<file path="src/rtl/hazard_pkg.sv">
// Shared types and constants for the pipeline hazard controller.
package hazard_pkg;

    typedef enum logic [1:0] {
        IDLE,
        MD_STALL,
        MD_RELEASE
    } hz_state_t;

    localparam int REG_IDX_W = 5;
    localparam logic [REG_IDX_W-1:0] ZERO_REG = 5'd0;

endpackage

</file>
<file path="src/rtl/hazard_stall_unit_if.sv">
// Pipeline-facing bundle: hazard inputs from IF/ID and ID/EX, stall/flush controls back.
interface hazard_stall_unit_if;
    import hazard_pkg::*;

    logic                 IDEX_MemRead;
    logic [REG_IDX_W-1:0] IDEX_Rt;
    logic                 IDEX_MulDiv;
    logic [REG_IDX_W-1:0] IFID_Rs;
    logic [REG_IDX_W-1:0] IFID_Rt;
    logic                 IFID_UsesRt;
    logic                 EX_BranchTaken;

    logic                 PCWrite;
    logic                 IFIDWrite;
    logic                 IFID_Flush;
    logic                 IDEX_Bubble;
    logic                 IDEX_Hold;
    logic                 Busy;

    // The pipeline side supplies hazard information and consumes the controls.
    modport master (
        output IDEX_MemRead, IDEX_Rt, IDEX_MulDiv, IFID_Rs, IFID_Rt, IFID_UsesRt, EX_BranchTaken,
        input  PCWrite, IFIDWrite, IFID_Flush, IDEX_Bubble, IDEX_Hold, Busy
    );

    modport slave (
        input  IDEX_MemRead, IDEX_Rt, IDEX_MulDiv, IFID_Rs, IFID_Rt, IFID_UsesRt, EX_BranchTaken,
        output PCWrite, IFIDWrite, IFID_Flush, IDEX_Bubble, IDEX_Hold, Busy
    );

endinterface

</file>
<file path="src/rtl/hazard_stall_unit_stall_counter.sv">
// Loadable down-counter with a zero flag, used to time the mul/div freeze.
module stall_counter #(
    parameter int W = 2
) (
    input  logic         clk,
    input  logic         rst,
    input  logic         load,
    input  logic [W-1:0] load_val,
    input  logic         dec,
    output logic [W-1:0] cnt,
    output logic         zero
);

    // NOTE: state registers use non-blocking assignments so every flop
    // samples its inputs from before the edge, independent of block order.
    always_ff @(posedge clk) begin
        if (rst) begin
            cnt <= '0;
        end else if (load) begin
            cnt <= load_val;
        end else if (dec) begin
            cnt <= cnt - W'(1);
        end
    end

    assign zero = (cnt == '0);

endmodule

</file>
<file path="src/rtl/hazard_stall_unit.sv">
// Hazard controller: load-use stall, multi-cycle mul/div freeze, taken-branch flush.
module hazard_stall_unit
    import hazard_pkg::*;
#(
    parameter int MULDIV_LATENCY = 4
) (
    input  logic               Clk,
    input  logic               Reset,
    hazard_stall_unit_if.slave hz
);

    localparam int CNT_W = $clog2(MULDIV_LATENCY);

    hz_state_t        state;
    hz_state_t        state_next;
    logic             cnt_load;
    logic             cnt_dec;
    logic             cnt_zero;
    logic [CNT_W-1:0] cnt;
    logic             lu;

    logic pc_hold, ifid_hold, ifid_flush, idex_bubble, idex_hold, busy;

    always_ff @(posedge Clk) begin
        if (Reset) begin
            state <= IDLE;
        end else begin
            state <= state_next;
        end
    end

    stall_counter #(
        .W(CNT_W)
    ) u_cnt (
        .clk      (Clk),
        .rst      (Reset),
        .load     (cnt_load),
        .load_val (CNT_W'(MULDIV_LATENCY - 2)),
        .dec      (cnt_dec),
        .cnt      (cnt),
        .zero     (cnt_zero)
    );

    // r0 is hard-wired zero, so a load targeting it never creates a dependency.
    assign lu = hz.IDEX_MemRead && (hz.IDEX_Rt != ZERO_REG) &&
                ((hz.IDEX_Rt == hz.IFID_Rs) ||
                 (hz.IFID_UsesRt && (hz.IDEX_Rt == hz.IFID_Rt)));

    // NOTE: every signal written here gets a default first, so no path can
    // leave one unassigned and infer a latch.
    always_comb begin
        state_next  = state;
        cnt_load    = 1'b0;
        cnt_dec     = 1'b0;
        pc_hold     = 1'b0;
        ifid_hold   = 1'b0;
        ifid_flush  = 1'b0;
        idex_bubble = 1'b0;
        idex_hold   = 1'b0;
        busy        = 1'b0;

        unique case (state)
            IDLE, MD_RELEASE: begin
                state_next = IDLE;
                if (hz.EX_BranchTaken) begin
                    ifid_flush  = 1'b1;
                    idex_bubble = 1'b1;
                end else if (hz.IDEX_MulDiv && (state == IDLE)) begin
                    // In MD_RELEASE the mul/div flag belongs to the instruction leaving EX.
                    pc_hold    = 1'b1;
                    ifid_hold  = 1'b1;
                    idex_hold  = 1'b1;
                    cnt_load   = 1'b1;
                    state_next = MD_STALL;
                end else if (lu) begin
                    pc_hold     = 1'b1;
                    ifid_hold   = 1'b1;
                    idex_bubble = 1'b1;
                end
            end
            MD_STALL: begin
                pc_hold   = 1'b1;
                ifid_hold = 1'b1;
                idex_hold = 1'b1;
                busy      = 1'b1;
                if (cnt_zero) begin
                    state_next = MD_RELEASE;
                end else begin
                    cnt_dec = 1'b1;
                end
            end
            default: state_next = IDLE;
        endcase

        // Controls are forced quiet while reset is held, whatever the state.
        if (Reset) begin
            pc_hold     = 1'b0;
            ifid_hold   = 1'b0;
            ifid_flush  = 1'b0;
            idex_bubble = 1'b0;
            idex_hold   = 1'b0;
            busy        = 1'b0;
        end
    end

    assign hz.PCWrite     = pc_hold;
    assign hz.IFIDWrite   = ifid_hold;
    assign hz.IFID_Flush  = ifid_flush;
    assign hz.IDEX_Bubble = idex_bubble;
    assign hz.IDEX_Hold   = idex_hold;
    assign hz.Busy        = busy;

endmodule

</file>
<file path="src/flat_wrapper.sv">
// flat-port wrapper written by rule: the top's interface ports become plain ports
module hazard_stall_unit_flat import hazard_pkg::*;
#(
    parameter int MULDIV_LATENCY = 4
)
  (Clk, Reset, hz_IDEX_MemRead, hz_IDEX_Rt, hz_IDEX_MulDiv, hz_IFID_Rs, hz_IFID_Rt, hz_IFID_UsesRt, hz_EX_BranchTaken, hz_PCWrite, hz_IFIDWrite, hz_IFID_Flush, hz_IDEX_Bubble, hz_IDEX_Hold, hz_Busy);
  hazard_stall_unit_if hz_i ();
  input  logic Clk;
  input  logic Reset;
  input wire logic [$bits(hz_i.IDEX_MemRead)-1:0] hz_IDEX_MemRead;
  input wire logic [$bits(hz_i.IDEX_Rt)-1:0] hz_IDEX_Rt;
  input wire logic [$bits(hz_i.IDEX_MulDiv)-1:0] hz_IDEX_MulDiv;
  input wire logic [$bits(hz_i.IFID_Rs)-1:0] hz_IFID_Rs;
  input wire logic [$bits(hz_i.IFID_Rt)-1:0] hz_IFID_Rt;
  input wire logic [$bits(hz_i.IFID_UsesRt)-1:0] hz_IFID_UsesRt;
  input wire logic [$bits(hz_i.EX_BranchTaken)-1:0] hz_EX_BranchTaken;
  output wire logic [$bits(hz_i.PCWrite)-1:0] hz_PCWrite;
  output wire logic [$bits(hz_i.IFIDWrite)-1:0] hz_IFIDWrite;
  output wire logic [$bits(hz_i.IFID_Flush)-1:0] hz_IFID_Flush;
  output wire logic [$bits(hz_i.IDEX_Bubble)-1:0] hz_IDEX_Bubble;
  output wire logic [$bits(hz_i.IDEX_Hold)-1:0] hz_IDEX_Hold;
  output wire logic [$bits(hz_i.Busy)-1:0] hz_Busy;
  assign hz_i.IDEX_MemRead = hz_IDEX_MemRead;
  assign hz_i.IDEX_Rt = hz_IDEX_Rt;
  assign hz_i.IDEX_MulDiv = hz_IDEX_MulDiv;
  assign hz_i.IFID_Rs = hz_IFID_Rs;
  assign hz_i.IFID_Rt = hz_IFID_Rt;
  assign hz_i.IFID_UsesRt = hz_IFID_UsesRt;
  assign hz_i.EX_BranchTaken = hz_EX_BranchTaken;
  assign hz_PCWrite = hz_i.PCWrite;
  assign hz_IFIDWrite = hz_i.IFIDWrite;
  assign hz_IFID_Flush = hz_i.IFID_Flush;
  assign hz_IDEX_Bubble = hz_i.IDEX_Bubble;
  assign hz_IDEX_Hold = hz_i.IDEX_Hold;
  assign hz_Busy = hz_i.Busy;
  hazard_stall_unit #(.MULDIV_LATENCY(MULDIV_LATENCY)) u_core (.Clk(Clk), .Reset(Reset), .hz(hz_i));
endmodule
</file>
<file path="config.mk">
export PLATFORM = sky130hd
export DESIGN_NAME = hazard_stall_unit_flat
export DESIGN_NICKNAME = d
export VERILOG_FILES = /design/src/rtl/hazard_pkg.sv /design/src/rtl/hazard_stall_unit_if.sv /design/src/rtl/hazard_stall_unit_stall_counter.sv /design/src/rtl/hazard_stall_unit.sv /design/src/flat_wrapper.sv
export SDC_FILE = /design/constraint.sdc
export NUM_CORES = 1
export LEC_CHECK = 0
export ABC_CLOCK_PERIOD_IN_PS = 2250
export BUFFER_PORTS_ARGS = -buffer_cell sky130_fd_sc_hd__buf_2
export CORE_AREA = 2 2 39 41
export CTS_CLUSTER_DIAMETER = 100
export DETAILED_ROUTE_END_ITERATION = 10
export DIE_AREA = 0 0 41 43
export SYNTH_ARGS = -nofsm -noshare
export SYNTH_HDL_FRONTEND = slang
export SYNTH_SLANG_ARGS = --single-unit
</file>
<file path="constraint.sdc">
create_clock -name Clk -period 2.25 [get_ports Clk]
set_input_delay 0.675 -clock Clk [delete_from_list [all_inputs] [get_ports Clk]]
set_output_delay 0.675 -clock Clk [all_outputs]
set_load 0.005 [all_outputs]
</file>
==> metrics.log, run 1 <==
[metrics] result of the run: finished, violations left
[metrics] violated checks: negative setup slack
[metrics] level count of the clock H-tree: 1
[metrics] leakage power: about 0.31 nW
[metrics] DR DRC count: 0
[metrics] Synth Warn #: 0
[metrics] Final period util: 109%
[metrics] final-layout setup total negative slack: -0.606 ns
[metrics] cell at the root of the clock tree: sky130_fd_sc_hd__clkbuf_4
[metrics] detail-routed via count per cell: 4.54
[metrics] mean area per synthesized cell: ~8.2 µm²
[metrics] post-synthesis net count: 67
[metrics] Largest stage delay, worst path: 0.54 ns
[metrics] final-report hold violation count: 0
[metrics] highest routed layer: met3
[metrics] RSZ-0062 raised after global routing: yes
[metrics] startpoint type of the worst setup path: primary input
[metrics] number of buffers on the longest clock path: 2
[metrics] endpoint of the worst setup timing path: hz_IFIDWrite
[metrics] Syn-to-layout area delta: 72.9%
[metrics] clk sinks: 4
[metrics] fin worst setup slack: -0.204 ns
[metrics] CP Launch Point: hz_IDEX_Rt[2]
[metrics] CTS tree: built
[metrics] Chip Width: about 41 µm
[metrics] maximum fanout along the worst path: 3
[metrics] number of buffers added on ports: 26
[metrics] starting DRC count in detailed routing: 3
[metrics] cell total after placement: 91
[metrics] minimum clock period: 2.45 ns
[metrics] average wire per standard cell: 10.7 µm
[metrics] Cell variety after synth: 25
[metrics] core area: 1380 µm²
[metrics] Detailed Routing Iterations Pass 1: 2
[metrics] Inserted Clock Buffers: 3
[metrics] FILL cells: between 100 and 150
[metrics] sequential-to-total area share from yosys stat: 21.7%
[metrics] met1 routed wirelength after detailed routing: 361 µm
[metrics] max-slew violations: 0
[metrics] synthesis-stage register bit count: 4
[metrics] slowest stage cell on the critical path: sky130_fd_sc_hd__or4_4
[metrics] critical path class: in -> out
[metrics] count of nets left with antenna violations after detail routing: 0
[metrics] starting density of the core: about a quarter
[metrics] utilization after layout: between 40 and 50%
[metrics] hold slack: between 0.4 and 0.5 ns
[metrics] Worst-Skew Late Latency: roughly 0.23 ns
[metrics] FP Rows: 14
[metrics] power density relative to cell area: 397 nW/µm²
[metrics] Syn Std Cell Area: 369 µm²
[metrics] worst r2r dst: u_core.u_cnt.cnt[1]
[metrics] WL final: 1.01 mm
[metrics] arrival time of the worst setup path: 1.78 ns
[metrics] vias in the first global route: 415
[metrics] Overall Global Routing Usage: between 10% and 20%
[metrics] share of post-route cells with drive strength above 1: 54.4%
[metrics] wire length of the first global-routing pass: 1.32 mm
[metrics] data required time at the worst endpoint: approximately 1.6 ns
[metrics] hold path startpoint: u_core.u_cnt.cnt[1]
[metrics] max-cap check violation count: 0
[metrics] slew at the pin closest to its max-slew limit: 0.259 ns
[metrics] final setup skew: between 0.002 and 0.0025 ns
[metrics] number of cells in the finished layout apart from fillers: 95
[metrics] antenna violations before repair: 0
[metrics] cells along the critical path: buf_8, or4_4, o21ai_4, a2111o_1, o21bai_2, buf_2
[metrics] Non-Filler Cell Area, Final: 638 µm²
[metrics] kind of capture point of the worst setup path: output pin
[metrics] pin count of the biggest net entering global routing: 8
[metrics] worst flop-to-flop path startpoint: u_core.u_cnt.cnt[0]
[metrics] sum of met2 wire segment lengths after detailed routing: approximately 490 µm
[metrics] flop-to-flop setup slack: between 1 and 1.5 ns
[metrics] Reg clk slew, reported paths: 0.03 ns
[metrics] Reg2Reg Depth: 4
[metrics] top achievable clock speed: between 400 and 500 MHz
[metrics] total cell area at the placement stage: approximately 550 µm²
[metrics] total number of vias: between 400 and 500
[metrics] net count of the finished layout: 103
[metrics] Worst path top cell family by delay: simple AND/OR/NAND/NOR gates
[metrics] Cells after Synth: 45
[metrics] worst ir drop on vdd: between 0.2 and 0.25 mV
[metrics] total I/O pin count: 27
[metrics] post-cts hold buffer count: 0
[metrics] relative max-transition margin: 82.6%
[metrics] Die Height: 43 µm
[metrics] Worst path depth: 6
[metrics] die area: about 1800 µm²
[metrics] DR WL met3: 165 µm
[metrics] count of final setup violators: 3
[metrics] global route overflow: 0
[metrics] final weighted congestion in routability-driven placement: 0.652
[metrics] count of buffer and inverter cells on the critical path: 2
[metrics] post-detail-place hpwl: slightly above 800 µm
[metrics] type of the most critical hold path: reg -> reg
[metrics] antenna cell count: 0
## tightest hold or removal path: stages, from the launching register on
cell and delay (ns):
sky130_fd_sc_hd__dfxtp_1 0.30, sky130_fd_sc_hd__o21ai_0 0.06, sky130_fd_sc_hd__a31oi_1 0.07
## sequential cells by signal (all words and copies together), names as in the netlist
name,cells
u_core.u_cnt.cnt,2
u_core.state,2
## routing by layer
metal  up-vias  global-route usage [%]
li1        221                       -
met1       186                    8.71
met2        24                    21.3
met3         0                    2.62
met4         0                    8.00
met5         -                       0
## placed cells by master (no fill, tap or decap), drive strengths merged, types with 2 or more instances in the layout
cell	n
o21ai	2
nor2	4
xnor2	2
nor3	2
inv	4
nand2	2
a21oi	2
dfxtp	4
xor2	9
buf	32
clkbuf	3
## final cells by class
type                            count  area, µm²  area share (%)
Clock buffer                        3       22.5            3.53
Timing Repair Buffer               32        204            32.0
Tap cell                           16       20.0            3.14
Sequential cell                     4       80.1            12.5
Inverter                            5       18.8            2.94
Multi-Input combinational cell     35        293            45.9
## cell families (layout without fill, tap and decap cells)
family / after synthesis / count (layout) / synth area share [%]
xor+xnor: 11 / 11 / 26.1
flops: 4 / 4 / 21.7
simple gates: 14 / 14 / 23.1
buf+inv: 6 / 40 / 7.12
fa+ha+maj: 1 / 1 / 3.39
compound gates: 9 / 9 / 18.6
## synth_stat cells (all sizes together)
library cell / instances / area, µm²
a32oi: 1 / 8.76
xnor2: 2 / 17.5
nor3: 2 / 10.0
a2111o: 1 / 11.3
nand2b: 1 / 6.26
dfxtp: 4 / 80.1
o21bai: 1 / 11.3
xor2: 9 / 78.8
nor2: 4 / 15.0
a31oi: 1 / 6.26
ha: 1 / 12.5
nand2: 2 / 7.51
clkinv: 1 / 3.75
or4: 1 / 7.51
inv: 4 / 15.0
o31ai: 1 / 7.51
nor4: 1 / 12.5
buf: 1 / 7.51
or4b: 1 / 13.8
or3: 1 / 6.26
o21ai: 2 / 10.0
a21oi: 2 / 13.8
and2: 1 / 6.26
## through the flow
stage / power (mW) / setup WS, ns
4_1_cts: 0.254 / -0.268
6_report: 0.253 / -0.204
3_3_place_gp: 0.156 / -0.318
2_1_floorplan: 0.116 / -0.0853
3_5_place_dp: 0.157 / -0.318
5_1_grt: 0.272 / -0.285
## report_power, final
part	leakage [nW]	total (mW)	switching, mW	internal, mW
registers	0.0327	0.0773	0.00234	0.0749
logic	0.260	0.0911	0.0404	0.0507
clock network	0.0138	0.0848	0.0254	0.0594
total	0.306	0.253	0.0681	0.185
## how the worst min path moves through the flow
stage	endpoint	cells past startpoint	slack [ns]
floorplan	u_core.u_cnt.cnt[1]	2	0.46
global placement	u_core.u_cnt.cnt[1]	2	0.49
detailed placement	u_core.u_cnt.cnt[1]	2	0.49
CTS	u_core.u_cnt.cnt[1]	2	0.50
global route	u_core.u_cnt.cnt[1]	2	0.50
finish	u_core.u_cnt.cnt[1]	2	0.49
## what timing repair did
| action | CTS | global route |
|---|---|---|
| cloned | 0 | 0 |
| setup buffers | 1 | 0 |
| gates resized for setup | 6 | 5 |
| endpoints found under the setup margin | 3 | 4 |
| pin swaps | 4 | 9 |
Power figures use the tool's default switching activity.
==> inputs of run 2 (changes only) <==
==> constraint.sdc (replaced) <==
create_clock -name Clk -period 2.25 [get_ports Clk]
set_input_delay 0.1125 -clock Clk [delete_from_list [all_inputs] [get_ports Clk]]
set_output_delay 0.1125 -clock Clk [all_outputs]
set_load 0.005 [all_outputs]
==> run 2 against run 1 <==
Effect of this change: the run now ends clean; sequential cell count unchanged; clock power increased by 3.4%; highest routed layer unchanged; final area decreased by 16%; clock skew increased by 0.0020 ns; global-route usage decreased by 0.93 points; sequential share of layout area increased by 2.4 points; power decreased by 6.7%; non-clock buffer count decreased by 6.
==> metrics.log, run 2 (synthesis results as in run 1) <==
[metrics] highest-count cells in the layout ignoring fill and taps: 26 x sky130_fd_sc_hd__buf_2, 9 x sky130_fd_sc_hd__xor2_1, 4 x sky130_fd_sc_hd__inv_1, 4 x sky130_fd_sc_hd__nor2_1, 4 x sky130_fd_sc_hd__dfxtp_1
[metrics] final setup skew: 0.00442 ns (+0.00201 ns)
[metrics] Die Height: 43 µm (unchanged)
[metrics] top achievable clock speed: 612 MHz (+50%)
[metrics] vias in the first global route: 352 (-15%)
[metrics] endpoint of the worst setup timing path: hz_IFIDWrite
[metrics] max-slew violations: 0 (unchanged)
[metrics] number of buffers on the longest clock path: 2 (unchanged)
[metrics] maximum fanout along the worst path: 5 (+2)
[metrics] FP Rows: 14 (unchanged)
[metrics] level count of the clock H-tree: 1 (unchanged)
[metrics] number of buffers added on ports: 26 (unchanged)
[metrics] share of post-route cells with drive strength above 1: 45.2% (-9.2 points)
[metrics] antenna violations before repair: 0 (unchanged)
[metrics] Reg clk slew, reported paths: 0.04 ns (about the same)
[metrics] detail-routed via count per cell: 4.63 (+2.0%)
[metrics] PostCTS Resize Cnt: 0 (-6)
[metrics] slew at the pin closest to its max-slew limit: 0.268 ns (+0.00910 ns)
[metrics] starting density of the core: 26.7% (unchanged)
[metrics] global route overflow: 0 (unchanged)
[metrics] flop-to-flop setup slack: 1.02 ns (about the same)
[metrics] final weighted congestion in routability-driven placement: 0.645 (-1.1%)
[metrics] result of the run: completed
[metrics] met1 global-route usage: 8.33% (-0.38 points)
[metrics] FILL cells: 146 (+5.8%)
[metrics] pre-CTS worst setup slack: 0.849 ns (+1.17 ns)
[metrics] slowest stage cell on the critical path: sky130_fd_sc_hd__or4b_4
[metrics] post-cts hold buffer count: 0 (unchanged)
[metrics] critical path class: reg -> out
[metrics] total I/O pin count: 27 (unchanged)
[metrics] DR DRC count: 0 (unchanged)
[metrics] max-cap check violation count: 0 (unchanged)
[metrics] CTS tree: built
[metrics] worst flop-to-flop path startpoint: u_core.u_cnt.cnt[0]
[metrics] Inserted Clock Buffers: 3 (unchanged)
[metrics] cells along the critical path: or4b_4, a21oi_2, o21bai_2, buf_2
[metrics] net count of the finished layout: 97 (-5.8%)
[metrics] average wire per standard cell: 10.1 µm (-5.2%)
[metrics] layer with the highest usage after global routing: met2
[metrics] post-CTS setup buffer count: 0 (-1)
[metrics] Detailed Routing Iterations Pass 1: 2 (unchanged)
[metrics] Reg2Reg Depth: 4 (unchanged)
[metrics] pin count of the biggest net entering global routing: 8 (unchanged)
[metrics] relative max-transition margin: 82.2% (-0.46 points)
[metrics] type of the most critical hold path: in -> reg
[metrics] Overall Global Routing Usage: 10.3% (-0.93 points)
[metrics] leakage power: 0.259 nW (-15%)
[metrics] Worst-Skew Late Latency: 0.23 ns (about the same)
[metrics] final-layout setup total negative slack: 0 ns (+0.606 ns)
[metrics] Largest stage delay, worst path: 0.58 ns (+0.04 ns)
[metrics] power density relative to cell area: 442 nW/µm² (+11%)
[metrics] data required time at the worst endpoint: 2.14 ns (+0.57 ns)
[metrics] worst r2r dst: u_core.u_cnt.cnt[1]
[metrics] starting DRC count in detailed routing: 4 (+1)
[metrics] clk sinks: 4 (unchanged)
[metrics] fin worst setup slack: 0.617 ns (+0.821 ns)
[metrics] worst ir drop on vdd: 0.422 mV (+110%)
[metrics] Chip Width: 41 µm (unchanged)
[metrics] CP Launch Point: u_core.state[1]
[metrics] grt met2 use: 18.8% (-2.5 points)
[metrics] arrival time of the worst setup path: 1.52 ns (-0.26 ns)
[metrics] core area: 1380 µm² (unchanged)
[metrics] total number of vias: 412 (-4.4%)
[metrics] kind of capture point of the worst setup path: output pin
[metrics] post-detail-place hpwl: 792 µm (-1.5%)
[metrics] die area: 1760 µm² (unchanged)
[metrics] count of nets left with antenna violations after detail routing: 0 (unchanged)
[metrics] Syn-to-layout area delta: 44.7%
[metrics] minimum clock period: 1.63 ns (-0.821 ns)
[metrics] Worst path top cell family by delay: simple AND/OR/NAND/NOR gates
[metrics] wire length of the first global-routing pass: 1.21 mm (-8.8%)
[metrics] Worst path depth: 4 (-2)
[metrics] final-report hold violation count: 0 (unchanged)
[metrics] utilization after layout: 38.6% (-7.5 points)
[metrics] Final period util: 72.6% (-36 points)
[metrics] count of buffer and inverter cells on the critical path: 1 (-1)
[metrics] antenna cell count: 0 (unchanged)
[metrics] WL final: 900 µm (-11%)
[metrics] met3 usage in global routing: 5.76% (+3.1 points)
[metrics] RSZ-0062 raised after global routing: no
[metrics] cell at the root of the clock tree: sky130_fd_sc_hd__clkbuf_4
[metrics] count of final setup violators: 0 (-3)
[metrics] biggest registers after layout: u_core.state x2, u_core.u_cnt.cnt x2
[metrics] most common library cell in the layout ignoring fill and taps: sky130_fd_sc_hd__buf_2
[metrics] startpoint type of the worst setup path: register
==> run 2: changes by cell type in the layout (fill, tap and decap cells not counted), sizes merged <==
cell / before / now
buf: 32 / 26
==> run 2: worst min path at each step <==
stage,startpoint,end,cells past startpoint
global route,Reset,u_core.state[0],2
detailed placement,Reset,u_core.state[0],2
global placement,Reset,u_core.state[0],2
floorplan,Reset,u_core.state[0],1
finish,Reset,u_core.state[0],2
CTS,Reset,u_core.state[0],2
==> run 2: power by group <==
group / internal [mW] / total (mW) / switching, mW
logic: 0.0367 / 0.0716 / 0.0349
registers: 0.0749 / 0.0770 / 0.00216
clock network: 0.0596 / 0.0877 / 0.0281
==> run 2: worst reg2reg max path, cell delays in order, from the launching register on <==
cell	delay, ns
sky130_fd_sc_hd__dfxtp_1	0.33
sky130_fd_sc_hd__inv_1	0.05
sky130_fd_sc_hd__ha_1	0.27
sky130_fd_sc_hd__or3_1	0.34
sky130_fd_sc_hd__a31oi_1	0.16
==> run 2: cell type report <==
cell class	count	area [µm²]	share of cell area (%)
clock buffers	3	22.5	4.22
inverters	5	18.8	3.51
multi-input cells	35	263	49.2
flip-flops and latches	4	80.1	15.0
well taps	16	20.0	3.75
repair buffers	26	130	24.4
==> run 2: metal layers <==
layer,part of all wire (%),vias to the layer above
li1,-,213
met1,36,173
met2,45,26
met3,18,0
met4,0,0
met5,0,-
==> run 2: through the flow <==
stage | hold WS [ns] | instances | total power, mW | cell area [µm²]
2_1_floorplan | 0.182 | 45 | 0.116 | 369
3_3_place_gp | 0.379 | 86 | 0.149 | 512
3_5_place_dp | 0.373 | 86 | 0.151 | 512
4_1_cts | 0.130 | 89 | 0.240 | 534
5_1_grt | 0.140 | 89 | 0.251 | 534
6_report | 0.129 | 89 | 0.236 | 534
==> inputs of run 3 (changes only) <==
ABC_CLOCK_PERIOD_IN_PS = 1400   (was 2250)
clock period = 1.4 ns   (was 2.25 ns; I/O delays follow)
==> run 3 against run 2 <==
Effect of this change: the flow now finishes with violations (negative setup slack); wire length increased by 4.7%; sequential cell count unchanged; die area unchanged; final area increased by 8.0%; critical path depth increased by 1; register-to-register slack got worse by 1.1 ns; setup slack got worse by 0.74 ns; count of clock-buffer cells in the layout unchanged; sequential share of layout area decreased by 0.89 points; critical path type unchanged; highest routed layer is now met4.
==> metrics.log, run 3 (synthesis results as in run 1) <==
[metrics] average wire per standard cell: 10.1 µm (+0.16%)
[metrics] violated checks: negative setup slack
[metrics] biggest registers after layout: u_core.state x2, u_core.u_cnt.cnt x2
[metrics] power density relative to cell area: 681 nW/µm² (+54%)
[metrics] P_int: 285 µW (+67%)
[metrics] count of nets left with antenna violations after detail routing: 0 (unchanged)
[metrics] total cell area at the placement stage: 519 µm² (+1.5%)
[metrics] result of the run: finished, violations left
[metrics] combinational share of power: 33.4% (+3.1 points)
[metrics] minimum clock period: 1.52 ns
[metrics] antenna cell count: 0 (unchanged)
[metrics] Psw: 107 µW (+65%)
[metrics] wire length of the first global-routing pass: 1.21 mm (+0.58%)
[metrics] number of buffers added on ports: 26 (unchanged)
[metrics] worst ir drop on vdd: 0.386 mV (-8.6%)
[metrics] final-report hold violation count: 0 (unchanged)
[metrics] starting density of the core: 26.7% (unchanged)
[metrics] Worst-Skew Late Latency: 0.23 ns (about the same)
[metrics] global route overflow: 0 (unchanged)
[metrics] part of the power in registers: 31.4% (-1.2 points)
[metrics] utilization after layout: 41.7% (+3.1 points)
[metrics] WL final: 942 µm (+4.7%)
[metrics] RSZ-0062 raised after global routing: yes
[metrics] die area: 1760 µm² (unchanged)
[metrics] FP Rows: 14 (unchanged)
[metrics] pin count of the biggest net entering global routing: 8 (unchanged)
[metrics] maximum fanout along the worst path: 2 (-3)
[metrics] total number of vias: 431 (+4.6%)
[metrics] Chip Width: 41 µm (unchanged)
[metrics] final setup skew: 0.00150 ns (-0.00292 ns)
[metrics] clk sinks: 4 (unchanged)
[metrics] clock network power share: 35.2% (-1.9 points)
[metrics] Die Height: 43 µm (unchanged)
[metrics] critical path class: reg -> out
[metrics] hold slack: 0.0895 ns (-0.0395 ns)
[metrics] Inserted Clock Buffers: 3 (unchanged)
[metrics] Syn-to-layout area delta: 56.3%
[metrics] vias in the first global route: 345 (-2.0%)
[metrics] cell at the root of the clock tree: sky130_fd_sc_hd__clkbuf_4
[metrics] most common library cell in the layout ignoring fill and taps: sky130_fd_sc_hd__buf_2
[metrics] fin worst setup slack: -0.119 ns (-0.736 ns)
[metrics] startpoint type of the worst setup path: register
[metrics] Non-Filler Cell Area, Final: 577 µm² (+8.0%)
[metrics] antenna violations before repair: 0 (unchanged)
[metrics] core area: 1380 µm² (unchanged)
[metrics] cells along the critical path: or4b_4, buf_4, nand2_2, o31ai_2, buf_2
[metrics] starting DRC count in detailed routing: 2 (-2)
[metrics] slowest stage cell on the critical path: sky130_fd_sc_hd__or4b_4
[metrics] Largest stage delay, worst path: 0.52 ns (-0.06 ns)
[metrics] DR DRC count: 0 (unchanged)
[metrics] Overall Global Routing Usage: 10.7% (+0.41 points)
[metrics] share of post-route cells with drive strength above 1: 53.2% (+8.0 points)
[metrics] Reg clk slew, reported paths: 0.04 ns (about the same)
[metrics] count of final setup violators: 6 (+6)
[metrics] post-cts hold buffer count: 0 (unchanged)
[metrics] data required time at the worst endpoint: 1.33 ns (-0.81 ns)
[metrics] highest-count cells in the layout ignoring fill and taps: 26 x sky130_fd_sc_hd__buf_2, 9 x sky130_fd_sc_hd__xor2_1, 4 x sky130_fd_sc_hd__inv_1, 4 x sky130_fd_sc_hd__nor2_1, 4 x sky130_fd_sc_hd__buf_4
[metrics] switching power as a share of total power: 27.4% (-0.21 points)
[metrics] relative max-transition margin: 79.1% (-3.1 points)
[metrics] Final period util: 109%
[metrics] post-detail-place hpwl: 754 µm (-4.7%)
[metrics] net count of the finished layout: 101 (+4.1%)
[metrics] Detailed Routing Iterations Pass 1: 2 (unchanged)
[metrics] max-cap check violation count: 0 (unchanged)
[metrics] slew at the pin closest to its max-slew limit: 0.314 ns (+0.0462 ns)
[metrics] type of the most critical hold path: in -> reg
[metrics] total I/O pin count: 27 (unchanged)
[metrics] top achievable clock speed: between 600 and 700 MHz
[metrics] CTS tree: built
[metrics] kind of capture point of the worst setup path: output pin
[metrics] final weighted congestion in routability-driven placement: 0.659 (+2.1%)
[metrics] max-slew violations: 0 (unchanged)
[metrics] level count of the clock H-tree: 1 (unchanged)
[metrics] leakage power: 0.280 nW (+8.0%)
[metrics] arrival time of the worst setup path: 1.45 ns (-0.07 ns)
[metrics] detail-routed via count per cell: 4.63 (+0.11%)
[metrics] number of buffers on the longest clock path: 2 (unchanged)
==> run 3: cell count changes in the layout (fill, tap and decap cells not counted), sizes merged <==
cell  before  now
buf       26   30
==> run 3: path summary, 6_finish.rpt <==
check / from / endpoint / slack, ns / cells past startpoint
worst max register to register: u_core.state[0] / u_core.u_cnt.cnt[1] / -0.04 / 5
worst min register to register: u_core.u_cnt.cnt[1] / u_core.u_cnt.cnt[1] / 0.50 / 2
worst max-delay path: u_core.state[0] / hz_IDEX_Bubble / -0.12 / 5
worst min-delay path: Reset / u_core.state[0] / 0.09 / 2
==> run 3: cell type report <==
| type | instances | area (µm²) |
|---|---|---|
| fill | 156 | 807 |
| multi-input combinational | 35 | 274 |
| timing repair buffer | 30 | 160 |
| sequential | 4 | 81.3 |
| clock buffer | 3 | 22.5 |
| tap | 16 | 20.0 |
| inverter | 5 | 18.8 |
==> run 3: power by group through the flow <==
stage                     registers (mW)  logic [mW]  clock network [mW]
after floorplan                    0.125      0.0620                   0
after global placement             0.125       0.118                   0
after detailed placement           0.125       0.119                   0
after CTS                          0.123       0.125               0.146
after global routing               0.124       0.148               0.150
final                              0.123       0.131               0.138
==> run 3: routing by layer <==
layer	wire, µm	share of wire [%]	track usage, %	vias to the layer above
li1	-	-	-	221
met1	342	36	9.00	181
met2	430	46	18.4	27
met3	162	17	5.76	2
met4	7	0.74	6.00	0
met5	0	0	0	-
==> run 3: through the flow <==
step / setup slack [ns] / TNS [ns] / cells / power, mW
global route: -0.181 / -0.779 / 93 / 0.421
detailed placement: 0.0483 / 0 / 87 / 0.244
global placement: 0.0635 / 0 / 87 / 0.242
floorplan: 0.0328 / 0 / 45 / 0.187
CTS: -0.128 / -0.281 / 92 / 0.394
finish: -0.119 / -0.425 / 93 / 0.393
==> run 3: critical path, delay by kind of cell, from the launching register on <==
family / cells / cell delay (ns)
AOI/OAI and AO/OA: 1 / 0.05
buffers and inverters: 2 / 0.29
DFF: 1 / 0.31
and+or+nand+nor: 2 / 0.57
==> run 3: what timing repair did <==
item,4_1_cts,5_1_grt
buffers inserted,2,1
setup endpoints to repair,4,4
pin swaps,3,2
resized for setup,0,4
